**src/rtl/excp_pkg.sv**
```systemverilog
// Shared exception codes, access-size decode and FSM state type for the EX exception unit.
package excp_pkg;

  localparam logic [6:0] ECODE_ADEF = 7'h8;
  localparam logic [6:0] ECODE_ALE  = 7'h9;

  typedef enum logic [1:0] {
    SIZE_BYTE,
    SIZE_HALF,
    SIZE_WORD
  } mem_size_e;

  typedef enum logic {
    IDLE,
    REPORT
  } excp_state_e;

  function automatic mem_size_e decode_size(input logic [2:0] mem_type);
    if (mem_type[2:1] == 2'b00) return SIZE_WORD;
    else if (mem_type[0])       return SIZE_HALF;
    else                        return SIZE_BYTE;
  endfunction

endpackage

```
**src/rtl/excp_lane_chk.sv**
```systemverilog
// Per-lane exception merge: upstream code, misaligned-access detection and BADV selection.
// Misalignment checking is built only when EXCP_ALE_CHECK_EN is defined.
module excp_lane_chk
  import excp_pkg::*;
#(
  parameter int ECODE_W = 7
) (
  input  logic               in_valid,
  input  logic [31:0]        pc,
  input  logic [ECODE_W-1:0] ecode_in,
  input  logic               ecode_we,
  input  logic               mem_rvalid,
  input  logic               mem_wvalid,
  input  logic [31:0]        mem_addr,
  input  logic [2:0]         mem_type,
  output logic [ECODE_W-1:0] ecode,
  output logic               excp,
  output logic [31:0]        badv,
  output logic               badv_we
);

  logic ale;

`ifdef EXCP_ALE_CHECK_EN
  mem_size_e size;
  assign size = decode_size(mem_type);
  assign ale  = in_valid & (mem_rvalid | mem_wvalid) &
                (((size == SIZE_WORD) & (mem_addr[1:0] != 2'b00)) |
                 ((size == SIZE_HALF) & mem_addr[0]));
`else
  // Unaligned accesses are resolved by the memory system in this build.
  logic unused_mem_info;
  assign unused_mem_info = ^{mem_type, mem_rvalid, mem_wvalid};
  assign ale = 1'b0;
`endif

  always_comb begin
    ecode   = '0;
    excp    = 1'b0;
    badv    = '0;
    badv_we = 1'b0;
    if (in_valid) begin
      if (ecode_we) begin
        ecode = ecode_in;
        excp  = 1'b1;
      end else if (ale) begin
        ecode = ECODE_W'(ECODE_ALE);
        excp  = 1'b1;
      end
      if (ecode_we && (ecode_in == ECODE_W'(ECODE_ADEF))) begin
        badv    = pc;
        badv_we = 1'b1;
      end else if (ale) begin
        badv    = mem_addr;
        badv_we = 1'b1;
      end
    end
  end

endmodule

```
**src/rtl/ex_excp_unit.sv**
```systemverilog
// EX->MEM exception unit: oldest-lane priority/kill, CSR write mask, MEM output registers
// and the exception report handshake. ALE detection controlled by EXCP_ALE_CHECK_EN.
//
// state  | meaning
// IDLE   | capturing EX bundles into MEM when not stalled
// REPORT | exception report held for the CSR unit, front-end stalled until excp_ack
module ex_excp_unit
  import excp_pkg::*;
#(
  parameter int LANES    = 2,
  parameter int ECODE_W  = 7,
  parameter int CSR_LANE = 1,
  localparam int LANE_W  = (LANES > 1) ? $clog2(LANES) : 1
) (
  input  logic                     clk,
  input  logic                     rst,
  input  logic                     stall,
  input  logic                     flush,
  input  logic [LANES-1:0]         in_valid,
  input  logic [LANES*32-1:0]      pc,
  input  logic [LANES*ECODE_W-1:0] ecode_in,
  input  logic [LANES-1:0]         ecode_we,
  input  logic [LANES-1:0]         mem_rvalid,
  input  logic [LANES-1:0]         mem_wvalid,
  input  logic [LANES*32-1:0]      mem_addr,
  input  logic [LANES*3-1:0]       mem_type,
  input  logic [2:0]               csr_type,
  input  logic [31:0]              rf_rdata1,
  input  logic [31:0]              rf_rdata2,
  output logic [LANES-1:0]         out_valid,
  output logic [LANES*ECODE_W-1:0] out_ecode,
  output logic [LANES-1:0]         out_ecode_we,
  output logic [LANES*32-1:0]      out_badv,
  output logic [LANES-1:0]         out_badv_we,
  output logic [31:0]              csr_we,
  output logic [31:0]              csr_wdata,
  output logic                     excp_valid,
  output logic [LANE_W-1:0]        excp_lane,
  output logic [ECODE_W-1:0]       excp_ecode,
  output logic [31:0]              excp_pc,
  output logic [31:0]              excp_badv,
  input  logic                     excp_ack,
  output logic                     stall_req
);

  logic [LANES*ECODE_W-1:0] lane_ecode;
  logic [LANES-1:0]         lane_excp;
  logic [LANES*32-1:0]      lane_badv;
  logic [LANES-1:0]         lane_badv_we;

  for (genvar l = 0; l < LANES; l++) begin : g_lane
    excp_lane_chk #(.ECODE_W(ECODE_W)) u_chk (
      .in_valid   (in_valid[l]),
      .pc         (pc[l*32 +: 32]),
      .ecode_in   (ecode_in[l*ECODE_W +: ECODE_W]),
      .ecode_we   (ecode_we[l]),
      .mem_rvalid (mem_rvalid[l]),
      .mem_wvalid (mem_wvalid[l]),
      .mem_addr   (mem_addr[l*32 +: 32]),
      .mem_type   (mem_type[l*3 +: 3]),
      .ecode      (lane_ecode[l*ECODE_W +: ECODE_W]),
      .excp       (lane_excp[l]),
      .badv       (lane_badv[l*32 +: 32]),
      .badv_we    (lane_badv_we[l])
    );
  end

  logic               any_excp;
  logic [LANES-1:0]   kill;
  logic [LANE_W-1:0]  sel_lane;
  logic [ECODE_W-1:0] sel_ecode;
  logic [31:0]        sel_pc;
  logic [31:0]        sel_badv;

  always_comb begin
    any_excp  = 1'b0;
    kill      = '0;
    sel_lane  = '0;
    sel_ecode = '0;
    sel_pc    = '0;
    sel_badv  = '0;
    for (int l = 0; l < LANES; l++) begin
      if (any_excp) begin
        kill[l] = 1'b1;
      end else if (lane_excp[l]) begin
        any_excp  = 1'b1;
        sel_lane  = LANE_W'(l);
        sel_ecode = lane_ecode[l*ECODE_W +: ECODE_W];
        sel_pc    = pc[l*32 +: 32];
        sel_badv  = lane_badv[l*32 +: 32];
      end
    end
  end

  // A CSR write only retires when no older-or-same lane raised an exception.
  logic        csr_block;
  logic [31:0] csr_we_d;
  logic [31:0] csr_wdata_d;
  logic        unused_csr_bit;

  always_comb begin
    csr_block = ~in_valid[CSR_LANE];
    for (int l = 0; l <= CSR_LANE; l++) csr_block = csr_block | lane_excp[l];
  end

  assign csr_we_d       = csr_block ? '0 : ({32{csr_type[1]}} | ({32{csr_type[2]}} & rf_rdata1));
  assign csr_wdata_d    = csr_block ? '0 : rf_rdata2;
  assign unused_csr_bit = csr_type[0];

  excp_state_e state_q, state_d;
  logic        capture;

  always_ff @(posedge clk) begin
    if (rst) state_q <= IDLE;
    else     state_q <= state_d;
  end

  always_comb begin
    state_d = state_q;
    capture = 1'b0;
    case (state_q)
      IDLE: begin
        capture = !stall && !flush;
        if (capture && any_excp) state_d = REPORT;
      end
      REPORT: begin
        if (excp_ack) state_d = IDLE;
      end
    endcase
    if (flush) state_d = IDLE;
  end

  always_ff @(posedge clk) begin
    if (rst || flush) begin
      out_valid    <= '0;
      out_ecode    <= '0;
      out_ecode_we <= '0;
      out_badv     <= '0;
      out_badv_we  <= '0;
      csr_we       <= '0;
      csr_wdata    <= '0;
      excp_lane    <= '0;
      excp_ecode   <= '0;
      excp_pc      <= '0;
      excp_badv    <= '0;
    end else if (capture) begin
      out_valid    <= in_valid & ~kill;
      out_ecode    <= lane_ecode;
      out_ecode_we <= lane_excp;
      out_badv     <= lane_badv;
      out_badv_we  <= lane_badv_we;
      csr_we       <= csr_we_d;
      csr_wdata    <= csr_wdata_d;
      if (any_excp) begin
        excp_lane  <= sel_lane;
        excp_ecode <= sel_ecode;
        excp_pc    <= sel_pc;
        excp_badv  <= sel_badv;
      end
    end else if ((state_q == REPORT) && !stall) begin
      // MEM consumed the excepting bundle once; do not replay it.
      out_valid <= '0;
    end
  end

  assign excp_valid = (state_q == REPORT);
  assign stall_req  = excp_valid;

endmodule
```
**config.mk**
```make
export PLATFORM = sky130hd
export DESIGN_NAME = ex_excp_unit
export DESIGN_NICKNAME = d
export VERILOG_FILES = /design/src/rtl/excp_pkg.sv /design/src/rtl/excp_lane_chk.sv /design/src/rtl/ex_excp_unit.sv
export SDC_FILE = /design/constraint.sdc
export NUM_CORES = 1
export LEC_CHECK = 0
export BUFFER_PORTS_ARGS = -buffer_cell sky130_fd_sc_hd__buf_4
export CAP_MARGIN = 20
export CORE_AREA = 2 2 175 177
export DETAILED_ROUTE_END_ITERATION = 10
export DIE_AREA = 0 0 177 179
export PLACE_DENSITY = 0.63
export SYNTH_ARGS = -nofsm -noshare
export SYNTH_HDL_FRONTEND = slang
export SYNTH_SLANG_ARGS = --single-unit
```
**constraint.sdc**
```tcl
create_clock -name clk -period 1.8 [get_ports clk]
set_clock_uncertainty 0.15 [all_clocks]
set_input_delay 0 -clock clk [delete_from_list [all_inputs] [get_ports clk]]
set_output_delay 0 -clock clk [all_outputs]
set_load 0.005 [all_outputs]
```
==> impl_metrics.tcl <==
set metrics [dict create \
    layout-drive-gt1-share 0.3677 \
    fin_crit_ps 1829 \
    clock_power_share 0.444 \
    synth_fa_ha_area_frac 0 \
    worstPathRequired_ps 2110 \
    max_stage_delay_ps 560 \
    antenna_found_initial 0 \
    power_switching_mw 2.833 \
    vias 9441 \
    grt_util_all_layers 0.2061 \
    crit_buf_inv 4 \
    grt_max_degree 70 \
    htreeDepth 1 \
    fin_cells 1851 \
    pwr_density_cell_nw_per_um2 780.6 \
    rows 64 \
    wl_um 36030 \
    worstPathMaxFanout 8 \
    ir_drop_mv 0.6275 \
    drtPass1Iterations 5 \
    finalSetupViolations 14 \
    gp_congestion 0.7971 \
    grt_pass1_wl_um 51870 \
    drv_cap 0 \
    crit_type "in2reg" \
    clk_pin_slew_ps 60 \
    slew_headroom 0.5809 \
    worstHoldStart "rf_rdata2[13]" \
    p_comb_frac 0.125 \
    cts_tree "done" \
    synthMuxAreaShare 0 \
    crit_arrival_ps 2140 \
    synth_nets 1123 \
    drt_iter0_markers 560 \
    cts.sinks 221 \
    dp.cells 1607 \
    nets 1664 \
    initial_core_util 0.2736 \
    hold_path_class "in2reg" \
    slew_viol_final 0 \
    preCtsSetupSlack_ps -96.53 \
    core_um2 30030 \
    synth-seq-cells 221 \
    r2r_slack_ps -10 \
    die-area_um2 31680 \
    drc 0 \
    antenna_cells 0 \
    cts_buffers 26 \
    clk_latency_ps 530 \
    synth.avg_cell_area_um2 9.181 \
    critPathTopFamily "buffers and inverters" \
    yosys.area_share.simple 0.1590 \
    final-hold-violation-count 0 \
    portBuffers 374 \
    ff2ff_path_depth 5 \
    p_seq_frac 0.431 \
    syn_inst 895 \
    fin_crit_sh 1.016 \
    synth.cell_area_um2 8217 \
    post-route-util 0.4920 \
    fmax_mhz 546.8 \
    avgRoutedWirePerCell_um 19.46 \
    via_per_inst 5.100 \
    p_leak_nw 6.248 \
    synth.yosys.seq_area_share 0.5384 \
    start_kind "input pin" \
    stdcell_area_um2 14780 \
    setup_slack_ps -28.77 \
    r2r_start "excp_valid$_SDFF_PP0_" \
    grt_pass1_vias 9297 \
    tightestPinTransition_ps 628.7 \
    endpoint_kind "flop" \
    place_hpwl_um 21520 \
    synth_xor_area_frac 0 \
    yosysUniqueCellTypes 31 \
    place_area_um2 11550 \
    fp.dieW_um 177 \
    ys.flop_type "dfxtp_1" \
    ys_warn_count 0 \
    grt_setup_unrepaired "yes" \
    regToRegEndpoint "excp_pc[24]$_SDFFE_PP0P_" \
    clockBufferDepth 3 \
    internal_power_mw 8.700 \
    syn_to_final_growth_pct 79.82 \
    synthArstFlopShare 0 \
    crit_chain "dlygate4sd3_1 > buf_4 > or4_4 > nor4_4 > buf_6 > clkbuf_16 > a22oi_2 > nor2_1" \
    ant_nets 0 \
    crit_path_top_delay_cell "or4_4" \
    die_h_um 179 \
    synth_top_family_by_area "compound AO/OA/AOI/OAI gates" \
    status "complete, but fails checks" \
    power.total_mw 11.53 \
    top_level_ports 450 \
    violations "negative setup slack" \
    clockRootBuffer "clkbuf_16" \
    synth_compound_area_frac 0.2537 \
    synth-edff-count 0 \
    worstHoldEndpoint "csr_wdata[13]$_SDFFE_PP0P_" \
    sw_frac_of_total 0.2457 \
    hold_depth 4 \
    gr-total-overflow 0 \
]
==> kinds of logic after synthesis <==
logic type	Yosys count
and+or+nand+nor	297
AOI/OAI and AO/OA	286
DFF	221
buffers and inverters	91
==> power by group through the flow <==
stage / logic, mW / clock network [mW] / registers [mW]
after detailed placement: 1.00 / 0 / 5.08
after global placement: 0.995 / 0 / 5.08
final: 1.45 / 5.12 / 4.97
after global routing: 1.54 / 5.50 / 4.97
after CTS: 1.35 / 5.25 / 4.97
after floorplan: 0.407 / 0 / 5.08
==> stage by stage <==
stage	hold WS (ps)	setup TNS, ps
2_1_floorplan	-17.46	0
3_3_place_gp	82.73	-229.1
3_5_place_dp	92.19	-364.6
5_1_grt	91.43	-3482
6_report	110.7	-229.6
4_1_cts	66.08	0
==> worst min-delay path, stage by stage <==
cell           delay (ps)
dlygate4sd3_1         530
buf_4                 100
a22oi_1                50
nor2_1                 80
==> synth_stat cells (2+ instances only) <==
cell | n | area, um2
or2_2 | 3 | 18.77
nand2_1 | 12 | 45.04
a2bb2oi_1 | 32 | 280.3
nor4_4 | 3 | 63.81
clkbuf_1 | 57 | 214.0
nand3_1 | 11 | 55.05
buf_2 | 27 | 135.1
or4_4 | 2 | 22.52
buf_6 | 2 | 22.52
nor2_1 | 218 | 818.3
a21oi_1 | 48 | 240.2
nor3_1 | 40 | 200.2
buf_1 | 2 | 7.510
buf_4 | 3 | 22.52
a22oi_1 | 100 | 750.7
o21ai_1 | 13 | 65.06
a221oi_1 | 70 | 613.1
o21ai_0 | 19 | 95.09
dfxtp_1 | 221 | 4424
==> registers in the layout (all words and copies together) (netlist names) <==
register and count:
excp_valid 1, excp_badv 32, csr_we 32, csr_wdata 32
excp_ecode 7, out_badv 64, out_badv_we 2, out_ecode 14
excp_pc 32, excp_lane 1, out_ecode_we 2, out_valid 2
==> timing repair <==
item | 4_1_cts | 5_1_grt
hold endpoints to repair | 219 | 0
buffers inserted | 2 | 4
gates cloned | 0 | 8
setup endpoints to repair | 16 | 110
resized for setup | 8 | 55
hold buffers | 184 | 0
pin swaps | 0 | 22
==> layout by cell type, fill, tap and decap left out, types with 2 or more instances in the layout <==
| master | instances |
|---|---|
| buf_4 | 394 |
| dfxtp_1 | 220 |
| nor2_1 | 215 |
| dlygate4sd3_1 | 184 |
| a22oi_1 | 79 |
| a21oi_1 | 48 |
| nor3_1 | 40 |
| a221oi_1 | 39 |
| a2bb2oi_1 | 32 |
| clkbuf_16 | 32 |
| a221oi_2 | 30 |
| a22oi_2 | 21 |
| o21ai_0 | 19 |
| o21ai_1 | 13 |
| buf_12 | 13 |
| nand2_1 | 12 |
| nand3_1 | 11 |
| clkinv_2 | 6 |
| clkbuf_8 | 6 |
| buf_6 | 6 |
| clkbuf_1 | 5 |
| nor4_4 | 3 |
| or4_4 | 2 |
| or2_2 | 2 |
| nor2_2 | 2 |
| inv_6 | 2 |
| buf_8 | 2 |
==> final cells by class <==
type,instances,area [um2]
fillers,2671,15250
repair buffers,604,5283
flip-flops and latches,221,4425
multi-input cells,583,3739
clock buffers,38,777.0
well taps,396,495.5
clock inverters,9,56.30
==> worst max path at each step <==
| stage | from | to | slack [ps] | cells after the start |
|---|---|---|---|---|
| 2_1_floorplan | excp_valid$_SDFF_PP0_ | excp_pc[10]$_SDFFE_PP0P_ | 2 | 7 |
| 3_3_place_gp | excp_valid$_SDFF_PP0_ | out_ecode[13]$_SDFFE_PP0P_ | -70 | 5 |
| 3_5_place_dp | excp_valid$_SDFF_PP0_ | excp_badv[17]$_SDFFE_PP0P_ | -100 | 5 |
| 4_1_cts | excp_valid$_SDFF_PP0_ | out_badv[7]$_SDFFE_PP0P_ | 4 | 5 |
| 5_1_grt | excp_valid$_SDFF_PP0_ | csr_wdata[1]$_SDFFE_PP0P_ | -80 | 6 |
| 6_report | ecode_in[1] | out_badv[6]$_SDFFE_PP0P_ | -30 | 8 |
==> per-layer routing <==
metal / wire (um) / global-route usage / up-vias
li1: - / - / 4366
met1: 14380 / 0.2420 / 4533
met2: 17680 / 0.3617 / 464
met3: 2738 / 0.04729 / 78
met4: 1237 / 0.08333 / 0
met5: 0 / 0 / -
(Power assumes the default switching activity.)
